**src/rtl/ad9280_scope_intc_if.sv**
```systemverilog
// ad9280_scope_intc_if: AXI4-Lite slave bus bundle for the scope interrupt controller
// Ports: AW/W/B write channels and AR/R read channels; master drives requests, slave drives responses.
interface ad9280_scope_intc_if #(
  parameter int C_S_AXI_ADDR_WIDTH = 5
);
  logic [C_S_AXI_ADDR_WIDTH-1:0] S_AXI_AWADDR;
  logic [2:0]                    S_AXI_AWPROT;
  logic                          S_AXI_AWVALID;
  logic                          S_AXI_AWREADY;
  logic [31:0]                   S_AXI_WDATA;
  logic [3:0]                    S_AXI_WSTRB;
  logic                          S_AXI_WVALID;
  logic                          S_AXI_WREADY;
  logic [1:0]                    S_AXI_BRESP;
  logic                          S_AXI_BVALID;
  logic                          S_AXI_BREADY;
  logic [C_S_AXI_ADDR_WIDTH-1:0] S_AXI_ARADDR;
  logic [2:0]                    S_AXI_ARPROT;
  logic                          S_AXI_ARVALID;
  logic                          S_AXI_ARREADY;
  logic [31:0]                   S_AXI_RDATA;
  logic [1:0]                    S_AXI_RRESP;
  logic                          S_AXI_RVALID;
  logic                          S_AXI_RREADY;
  modport slave (
    input  S_AXI_AWADDR, S_AXI_AWPROT, S_AXI_AWVALID, S_AXI_WDATA, S_AXI_WSTRB, S_AXI_WVALID,
           S_AXI_BREADY, S_AXI_ARADDR, S_AXI_ARPROT, S_AXI_ARVALID, S_AXI_RREADY,
    output S_AXI_AWREADY, S_AXI_WREADY, S_AXI_BRESP, S_AXI_BVALID,
           S_AXI_ARREADY, S_AXI_RDATA, S_AXI_RRESP, S_AXI_RVALID
  );
  modport master (
    output S_AXI_AWADDR, S_AXI_AWPROT, S_AXI_AWVALID, S_AXI_WDATA, S_AXI_WSTRB, S_AXI_WVALID,
           S_AXI_BREADY, S_AXI_ARADDR, S_AXI_ARPROT, S_AXI_ARVALID, S_AXI_RREADY,
    input  S_AXI_AWREADY, S_AXI_WREADY, S_AXI_BRESP, S_AXI_BVALID,
           S_AXI_ARREADY, S_AXI_RDATA, S_AXI_RRESP, S_AXI_RVALID
  );
endinterface

```
**src/rtl/ad9280_scope_intc.sv**
```systemverilog
// ad9280_scope_intc: AXI4-Lite interrupt controller aggregating NUM_INTR scope events into one irq
// Ports: ACLK clock, ARESET sync active-high reset, intr_in event lines, irq request, s AXI4-Lite slave bus.
module ad9280_scope_intc #(
  parameter int NUM_INTR           = 4,
  parameter int C_S_AXI_DATA_WIDTH = 32,
  parameter int C_S_AXI_ADDR_WIDTH = 5,
  parameter int IRQ_SENSITIVITY    = 1,
  parameter int IRQ_ACTIVE_STATE   = 1
) (
  input  logic                ACLK,
  input  logic                ARESET,
  input  logic [NUM_INTR-1:0] intr_in,
  output logic                irq,
  ad9280_scope_intc_if.slave  s
);
  localparam int   N     = NUM_INTR;
  localparam logic L_ACT = 1'(IRQ_ACTIVE_STATE);
  logic         r_awready, r_bvalid, r_arready, r_rvalid, r_gie, r_irq_int, r_irq_d;
  logic [31:0]  r_rdata, w_rmux, w_bm;
  logic [N-1:0] r_ier, r_status, r_mode, r_pol, r_prev;
  logic [N-1:0] w_wm, w_wd, w_ack, w_swi, w_act, w_det, w_pend;
  logic [2:0]   w_wa, w_ra;
  logic         w_wen, w_ren;
  logic         w_unused;
  assign w_unused = ^{s.S_AXI_AWPROT, s.S_AXI_ARPROT, s.S_AXI_AWADDR, s.S_AXI_ARADDR, s.S_AXI_WDATA, w_bm};
  assign w_bm  = {{8{s.S_AXI_WSTRB[3]}}, {8{s.S_AXI_WSTRB[2]}}, {8{s.S_AXI_WSTRB[1]}}, {8{s.S_AXI_WSTRB[0]}}};
  assign w_wm  = w_bm[N-1:0];
  assign w_wd  = s.S_AXI_WDATA[N-1:0] & w_wm;
  assign w_wa  = s.S_AXI_AWADDR[4:2];
  assign w_ra  = s.S_AXI_ARADDR[4:2];
  // READY is registered, so the handshake edge is the one where READY is already high
  assign w_wen = r_awready & s.S_AXI_AWVALID & s.S_AXI_WVALID;
  assign w_ren = r_arready & s.S_AXI_ARVALID;
  assign w_ack = (w_wen && w_wa == 3'd3) ? w_wd : '0;
  assign w_swi = (w_wen && w_wa == 3'd7) ? w_wd : '0;
  assign w_act = ~(intr_in ^ r_pol);
  // edge-mode bits need a fresh activation; level-mode bits detect whenever active
  assign w_det  = w_act & ~(r_mode & r_prev);
  assign w_pend = r_status & r_ier;
  always_comb begin
    w_rmux = '0;
    case (w_ra)
      3'd0: w_rmux = {31'b0, r_gie};
      3'd1: w_rmux = 32'(r_ier);
      3'd2: w_rmux = 32'(r_status);
      3'd4: w_rmux = 32'(w_pend);
      3'd5: w_rmux = 32'(r_mode);
      3'd6: w_rmux = 32'(r_pol);
      default: w_rmux = '0;
    endcase
  end
  always_ff @(posedge ACLK) begin
    if (ARESET) begin
      r_awready <= 1'b0;
      r_bvalid  <= 1'b0;
      r_arready <= 1'b0;
      r_rvalid  <= 1'b0;
      r_rdata   <= '0;
      r_gie     <= 1'b0;
      r_ier     <= '0;
      r_status  <= '0;
      r_mode    <= '0;
      r_pol     <= '1;
      r_prev    <= '1;
      r_irq_int <= 1'b0;
      r_irq_d   <= 1'b0;
    end else begin
      r_awready <= s.S_AXI_AWVALID & s.S_AXI_WVALID & ~r_bvalid & ~r_awready;
      r_bvalid  <= w_wen | (r_bvalid & ~s.S_AXI_BREADY);
      r_arready <= s.S_AXI_ARVALID & ~r_rvalid & ~r_arready;
      r_rvalid  <= w_ren | (r_rvalid & ~s.S_AXI_RREADY);
      if (w_ren) r_rdata <= w_rmux;
      if (w_wen && w_wa == 3'd0 && s.S_AXI_WSTRB[0]) r_gie <= s.S_AXI_WDATA[0];
      if (w_wen && w_wa == 3'd1) r_ier <= (r_ier & ~w_wm) | w_wd;
      if (w_wen && w_wa == 3'd5) r_mode <= (r_mode & ~w_wm) | w_wd;
      if (w_wen && w_wa == 3'd6) r_pol <= (r_pol & ~w_wm) | w_wd;
      r_prev    <= w_act;
      r_status  <= (r_status & ~w_ack) | w_det | w_swi;
      r_irq_int <= r_gie & |w_pend;
      r_irq_d   <= r_irq_int;
    end
  end
  assign irq = ((IRQ_SENSITIVITY != 0) ? r_irq_int : (r_irq_int & ~r_irq_d)) ? L_ACT : ~L_ACT;
  assign s.S_AXI_AWREADY = r_awready;
  assign s.S_AXI_WREADY  = r_awready;
  assign s.S_AXI_BVALID  = r_bvalid;
  assign s.S_AXI_BRESP   = 2'b00;
  assign s.S_AXI_ARREADY = r_arready;
  assign s.S_AXI_RVALID  = r_rvalid;
  assign s.S_AXI_RDATA   = r_rdata;
  assign s.S_AXI_RRESP   = 2'b00;
endmodule

```
**src/flat_wrapper.sv**
```systemverilog
// flat-port wrapper written by rule: the top's interface ports become plain ports
module ad9280_scope_intc_flat 
#(
  parameter int NUM_INTR           = 4,
  parameter int C_S_AXI_DATA_WIDTH = 32,
  parameter int C_S_AXI_ADDR_WIDTH = 5,
  parameter int IRQ_SENSITIVITY    = 1,
  parameter int IRQ_ACTIVE_STATE   = 1
)
  (ACLK, ARESET, intr_in, irq, s_S_AXI_AWADDR, s_S_AXI_AWPROT, s_S_AXI_AWVALID, s_S_AXI_WDATA, s_S_AXI_WSTRB, s_S_AXI_WVALID, s_S_AXI_BREADY, s_S_AXI_ARADDR, s_S_AXI_ARPROT, s_S_AXI_ARVALID, s_S_AXI_RREADY, s_S_AXI_AWREADY, s_S_AXI_WREADY, s_S_AXI_BRESP, s_S_AXI_BVALID, s_S_AXI_ARREADY, s_S_AXI_RDATA, s_S_AXI_RRESP, s_S_AXI_RVALID);
  ad9280_scope_intc_if #(.C_S_AXI_ADDR_WIDTH(C_S_AXI_ADDR_WIDTH)) s_i ();
  input  logic ACLK;
  input  logic ARESET;
  input  logic [NUM_INTR-1:0] intr_in;
  output logic irq;
  input wire logic [$bits(s_i.S_AXI_AWADDR)-1:0] s_S_AXI_AWADDR;
  input wire logic [$bits(s_i.S_AXI_AWPROT)-1:0] s_S_AXI_AWPROT;
  input wire logic [$bits(s_i.S_AXI_AWVALID)-1:0] s_S_AXI_AWVALID;
  input wire logic [$bits(s_i.S_AXI_WDATA)-1:0] s_S_AXI_WDATA;
  input wire logic [$bits(s_i.S_AXI_WSTRB)-1:0] s_S_AXI_WSTRB;
  input wire logic [$bits(s_i.S_AXI_WVALID)-1:0] s_S_AXI_WVALID;
  input wire logic [$bits(s_i.S_AXI_BREADY)-1:0] s_S_AXI_BREADY;
  input wire logic [$bits(s_i.S_AXI_ARADDR)-1:0] s_S_AXI_ARADDR;
  input wire logic [$bits(s_i.S_AXI_ARPROT)-1:0] s_S_AXI_ARPROT;
  input wire logic [$bits(s_i.S_AXI_ARVALID)-1:0] s_S_AXI_ARVALID;
  input wire logic [$bits(s_i.S_AXI_RREADY)-1:0] s_S_AXI_RREADY;
  output wire logic [$bits(s_i.S_AXI_AWREADY)-1:0] s_S_AXI_AWREADY;
  output wire logic [$bits(s_i.S_AXI_WREADY)-1:0] s_S_AXI_WREADY;
  output wire logic [$bits(s_i.S_AXI_BRESP)-1:0] s_S_AXI_BRESP;
  output wire logic [$bits(s_i.S_AXI_BVALID)-1:0] s_S_AXI_BVALID;
  output wire logic [$bits(s_i.S_AXI_ARREADY)-1:0] s_S_AXI_ARREADY;
  output wire logic [$bits(s_i.S_AXI_RDATA)-1:0] s_S_AXI_RDATA;
  output wire logic [$bits(s_i.S_AXI_RRESP)-1:0] s_S_AXI_RRESP;
  output wire logic [$bits(s_i.S_AXI_RVALID)-1:0] s_S_AXI_RVALID;
  assign s_i.S_AXI_AWADDR = s_S_AXI_AWADDR;
  assign s_i.S_AXI_AWPROT = s_S_AXI_AWPROT;
  assign s_i.S_AXI_AWVALID = s_S_AXI_AWVALID;
  assign s_i.S_AXI_WDATA = s_S_AXI_WDATA;
  assign s_i.S_AXI_WSTRB = s_S_AXI_WSTRB;
  assign s_i.S_AXI_WVALID = s_S_AXI_WVALID;
  assign s_i.S_AXI_BREADY = s_S_AXI_BREADY;
  assign s_i.S_AXI_ARADDR = s_S_AXI_ARADDR;
  assign s_i.S_AXI_ARPROT = s_S_AXI_ARPROT;
  assign s_i.S_AXI_ARVALID = s_S_AXI_ARVALID;
  assign s_i.S_AXI_RREADY = s_S_AXI_RREADY;
  assign s_S_AXI_AWREADY = s_i.S_AXI_AWREADY;
  assign s_S_AXI_WREADY = s_i.S_AXI_WREADY;
  assign s_S_AXI_BRESP = s_i.S_AXI_BRESP;
  assign s_S_AXI_BVALID = s_i.S_AXI_BVALID;
  assign s_S_AXI_ARREADY = s_i.S_AXI_ARREADY;
  assign s_S_AXI_RDATA = s_i.S_AXI_RDATA;
  assign s_S_AXI_RRESP = s_i.S_AXI_RRESP;
  assign s_S_AXI_RVALID = s_i.S_AXI_RVALID;
  ad9280_scope_intc #(.NUM_INTR(NUM_INTR), .C_S_AXI_DATA_WIDTH(C_S_AXI_DATA_WIDTH), .C_S_AXI_ADDR_WIDTH(C_S_AXI_ADDR_WIDTH), .IRQ_SENSITIVITY(IRQ_SENSITIVITY), .IRQ_ACTIVE_STATE(IRQ_ACTIVE_STATE)) u_core (.ACLK(ACLK), .ARESET(ARESET), .intr_in(intr_in), .irq(irq), .s(s_i));
endmodule
```
**config.mk**
```make
export PLATFORM = sky130hd
export DESIGN_NAME = ad9280_scope_intc_flat
export DESIGN_NICKNAME = d
export VERILOG_FILES = /design/src/rtl/ad9280_scope_intc_if.sv /design/src/rtl/ad9280_scope_intc.sv /design/src/flat_wrapper.sv
export SDC_FILE = /design/constraint.sdc
export NUM_CORES = 1
export LEC_CHECK = 0
export CAP_MARGIN = 15
export CORE_AREA = 2 2 67 75
export CTS_BUF_LIST = sky130_fd_sc_hd__clkbuf_8
export DETAILED_ROUTE_END_ITERATION = 10
export DIE_AREA = 0 0 69 77
export PLACE_DENSITY = 0.82
export REMOVE_ABC_BUFFERS = 1
export SYNTH_ARGS = -nofsm -noshare
export SYNTH_HDL_FRONTEND = slang
export SYNTH_SLANG_ARGS = --single-unit
```
**constraint.sdc**
```tcl
create_clock -name ACLK -period 1.6 [get_ports ACLK]
set_clock_uncertainty 0.2 [all_clocks]
set_input_delay 0.32 -clock ACLK [delete_from_list [all_inputs] [get_ports ACLK]]
set_output_delay 0.32 -clock ACLK [all_outputs]
set_load 0.02 [all_outputs]
```
==> run_summary.xml <==
<?xml version="1.0" encoding="UTF-8"?>
<metrics>
  <group name="floorplan">
    <metric name="floorplan.initialDensity" unit="%">36.0</metric>
    <metric name="die_x" unit="um">69</metric>
    <metric name="die-height" unit="um">77</metric>
    <metric name="boundaryPins" unit="">105</metric>
    <metric name="rows" unit="">26</metric>
    <metric name="fp.dieArea" unit="um2">5310</metric>
    <metric name="core-area" unit="um2">4550</metric>
  </group>
  <group name="yosys">
    <metric name="post-synth-top-area-fraction" unit="%">36.6</metric>
    <metric name="post_synth_and_or_nand_nor_area_fraction" unit="%">20.8</metric>
    <metric name="yosys.area_share.adder" unit="%">0</metric>
    <metric name="ys_types" unit="">38</metric>
    <metric name="yosys_most_used_dff" unit="">dfxtp_1</metric>
    <metric name="area_fraction_in_compound_gates_after_synthesis" unit="%">12.9</metric>
    <metric name="mappedNetlistArea" unit="um2">1640</metric>
    <metric name="syn-instance-count" unit="">190</metric>
    <metric name="post_synth_mux_area_share" unit="%">7.94</metric>
    <metric name="synth_enable_flop_cells" unit="">0</metric>
    <metric name="post_synth_most_frequent_cells" unit="">buf_4, dfxtp_1, nor2_1</metric>
    <metric name="synth_xor_area_share" unit="%">2.14</metric>
    <metric name="synth.most_common_cell" unit="">buf_4</metric>
    <metric name="asyncSetResetFlopFracSynth" unit="%">0</metric>
    <metric name="synth.avg_cell_area" unit="um2">8.63</metric>
    <metric name="seq_area_frac_synth" unit="%">36.6</metric>
    <metric name="synthDominantAreaCellType" unit="">dfxtp_1</metric>
    <metric name="synth_top_family_by_area" unit="">simple AND/OR/NAND/NOR gates</metric>
    <metric name="synth-warning-count" unit="">0</metric>
    <metric name="synth-seq-cells" unit="">30</metric>
    <metric name="biggest_area_contributors_in_the_synthesized_netlist" unit="">dfxtp_1, buf_4, mux2i_1, nor2_1, nand2_1</metric>
  </group>
  <group name="grt">
    <metric name="total_congestion_overflow" unit="">0</metric>
    <metric name="initial_antenna_violation_count" unit="">0</metric>
    <metric name="pin_count_of_the_biggest_net_entering_global_routing" unit="">14</metric>
    <metric name="grt_first_pass_wirelength" unit="mm">5.87</metric>
    <metric name="first_global_vias" unit="">1302</metric>
    <metric name="grt_use_total" unit="%">14.0</metric>
  </group>
  <group name="min_path">
    <metric name="worst_hold_startpoint" unit="">s_S_AXI_AWVALID</metric>
    <metric name="min_path_type" unit="">in2reg</metric>
  </group>
  <group name="critical_path">
    <metric name="critical_path.max_fanout" unit="">4</metric>
    <metric name="regToRegStartpoint" unit="">u_core.s.S_AXI_AWREADY</metric>
    <metric name="critical_path.startpoint" unit="">u_core.s.S_AXI_ARREADY</metric>
    <metric name="critical_path.top_delay_family" unit="">flip-flops</metric>
    <metric name="cpPeakStageDelay" unit="ns">0.36</metric>
    <metric name="critPathArrivalTime" unit="ns">0.99</metric>
    <metric name="cp.buffers_inverters" unit="">1</metric>
    <metric name="startpoint_type" unit="">flip-flop</metric>
    <metric name="required" unit="ns">1.08</metric>
    <metric name="critPathSlowestCell" unit="">dfxtp_1</metric>
    <metric name="crit_type" unit="">reg2out</metric>
    <metric name="setup.worst_path.end_class" unit="">output pin</metric>
    <metric name="cell_breakdown_of_the_critical_path" unit="">dlygate4sd2_1</metric>
  </group>
  <group name="layout">
    <metric name="register_area" unit="um2">602</metric>
    <metric name="antenna_cells_inserted" unit="">0</metric>
    <metric name="multiInputGateArea" unit="um2">855</metric>
    <metric name="finalNetCount" unit="">301</metric>
    <metric name="num-fill-cells" unit="">447</metric>
    <metric name="syn_to_final_growth" unit="%">29.7</metric>
    <metric name="post_route_cells_drive_above_1_share" unit="%">15.9</metric>
  </group>
  <group name="clocking">
    <metric name="clock_sink_count" unit="">30</metric>
    <metric name="cts_post_setup_buffers_inserted" unit="">0</metric>
    <metric name="clock_tree.root_cell" unit="">clkbuf_8</metric>
    <metric name="cts_made_buffers" unit="">5</metric>
    <metric name="clkLatencyLatePin" unit="ns">0.29</metric>
    <metric name="clock_tree.buffer_depth" unit="">2</metric>
    <metric name="tritoncts" unit="">done</metric>
    <metric name="path_clk_slew" unit="ns">0.06</metric>
    <metric name="cts-hold-fix-buffers" unit="">0</metric>
    <metric name="ctsHtreeMaxLevel" unit="">2</metric>
  </group>
  <group name="pwr">
    <metric name="leakage" unit="nW">1.05</metric>
    <metric name="powerDensity" unit="nW/um2">795</metric>
    <metric name="max-vdd-ir-drop" unit="V">0.000413</metric>
    <metric name="total_power" unit="mW">1.69</metric>
  </group>
  <group name="placement">
    <metric name="pre_cts_ws" unit="ns">-0.429</metric>
    <metric name="detailed_place_hpwl" unit="mm">2.79</metric>
    <metric name="io_buffer_count" unit="">31</metric>
    <metric name="finalWeightedCongestion" unit="">0.842</metric>
  </group>
  <group name="sta">
    <metric name="setup-violations-final" unit="">0</metric>
    <metric name="max_clock_freq" unit="MHz">661</metric>
    <metric name="report.final.hold_viol_count" unit="">0</metric>
    <metric name="fin_crit" unit="ns">1.51</metric>
    <metric name="period_share" unit="%">94.6</metric>
    <metric name="setup_repair_after_global_routing_missed_its_margin" unit="">false</metric>
    <metric name="final_max_slew_viol_count" unit="">0</metric>
    <metric name="final_worst_setup_slack" unit="ns">0.0867</metric>
    <metric name="worst_slack_on_hold_paths" unit="ns">0.225</metric>
    <metric name="finalSetupTns" unit="ns">0</metric>
  </group>
  <group name="routing">
    <metric name="first_iter_violations" unit="">62</metric>
    <metric name="vias" unit="">1382</metric>
    <metric name="route.detailed.wl_per_inst" unit="um">12.3</metric>
    <metric name="detail_route.wirelength" unit="mm">3.64</metric>
    <metric name="drt.antenna.violating_nets" unit="">0</metric>
    <metric name="route.detailed.drc" unit="">0</metric>
    <metric name="routed_via_density" unit="">4.68</metric>
    <metric name="detail_route.first_pass.iterations" unit="">4</metric>
  </group>
  <group name="run_status">
    <metric name="run_status" unit="">complete, no violations</metric>
  </group>
  <group name="flow_run">
    <metric name="drv.max_cap_violation_count" unit="">0</metric>
  </group>
</metrics>
-- placed cells by master, fill, tap and decap left out, types with 2 or more instances in the layout --
cell | synthesis | final
nand4_1 | 4 | 4
buf_4 | 33 | 18
conb_1 | 1 | 32
inv_1 | 6 | 6
nand2b_1 | 4 | 4
o21ai_0 | 2 | 2
clkdlybuf4s50_1 | 0 | 14
nand3_1 | 8 | 7
and2b_1 | 2 | 2
a22oi_1 | 4 | 4
clkbuf_8 | 0 | 6
nand4b_4 | 1 | 2
dlymetal6s2s_1 | 0 | 4
o21a_1 | 2 | 2
a21oi_1 | 10 | 10
nand3b_1 | 2 | 2
a211o_1 | 5 | 5
dlygate4sd2_1 | 0 | 13
o221ai_1 | 2 | 2
nand2_1 | 14 | 14
buf_6 | 1 | 2
nor2_1 | 18 | 17
or2_2 | 3 | 3
xnor2_1 | 3 | 3
mux2i_1 | 13 | 13
dfxtp_1 | 30 | 29
a31oi_1 | 2 | 2
-- area by class of cell --
type | instances | area share, %
clock buffer | 6 | 3.88
sequential | 30 | 28.3
tap | 56 | 3.30
timing repair buffer | 52 | 22.7
clock inverter | 2 | 0.589
multi-input combinational | 143 | 40.2
inverter | 6 | 1.06
-- worst paths after layout --
check / to / cells past startpoint / slack (ns)
worst max-delay path: s_S_AXI_ARREADY / 1 / 0.09
worst max register to register: flip-flop / 4 / 0.10
worst min-delay path: u_core.s.S_AXI_AWREADY / 3 / 0.23
worst min register to register: u_core.s.S_AXI_RDATA[3] / 2 / 0.24
-- layer usage --
metal | wire length (um) | share of wire [%] | global-route usage (%) | vias up
met1 | 1470 | 40 | 14.3 | 642
met4 | 53 | 1.5 | 5.49 | 0
met3 | 195 | 5.4 | 4.47 | 6
met2 | 1930 | 53 | 26.3 | 50
met5 | 0 | 0 | 0 | -
li1 | - | - | - | 684
-- where the power goes --
part	switching (mW)	internal (mW)
combinational	0.156	0.113
clock	0.296	0.345
sequential	0.0140	0.766
-- stage by stage --
step | cells | utilization [%] | instance area, um2
global placement | 287 | 44.2 | 2010
finish | 295 | 46.7 | 2130
global route | 295 | 46.7 | 2130
detailed placement | 287 | 44.2 | 2010
floorplan | 179 | - | 1460
CTS | 295 | 46.4 | 2110
-- timing repair --
item / CTS / global route
cloned: 0 / 0
setup endpoints to repair: 25 / 14
pin swaps: 3 / 2
gates resized for setup: 17 / 6
hold endpoints to repair: 0 / 0
-- kinds of logic (layout without fill, tap and decap cells) --
group | after synthesis | after routing
buffers and inverters | 48 | 66
DFF | 30 | 30
muxes | 13 | 13
other | 1 | 32
and+or+nand+nor | 63 | 63
AOI/OAI and AO/OA | 31 | 31
xor gates and xnor gates | 4 | 4
(Power assumes the default switching activity.)
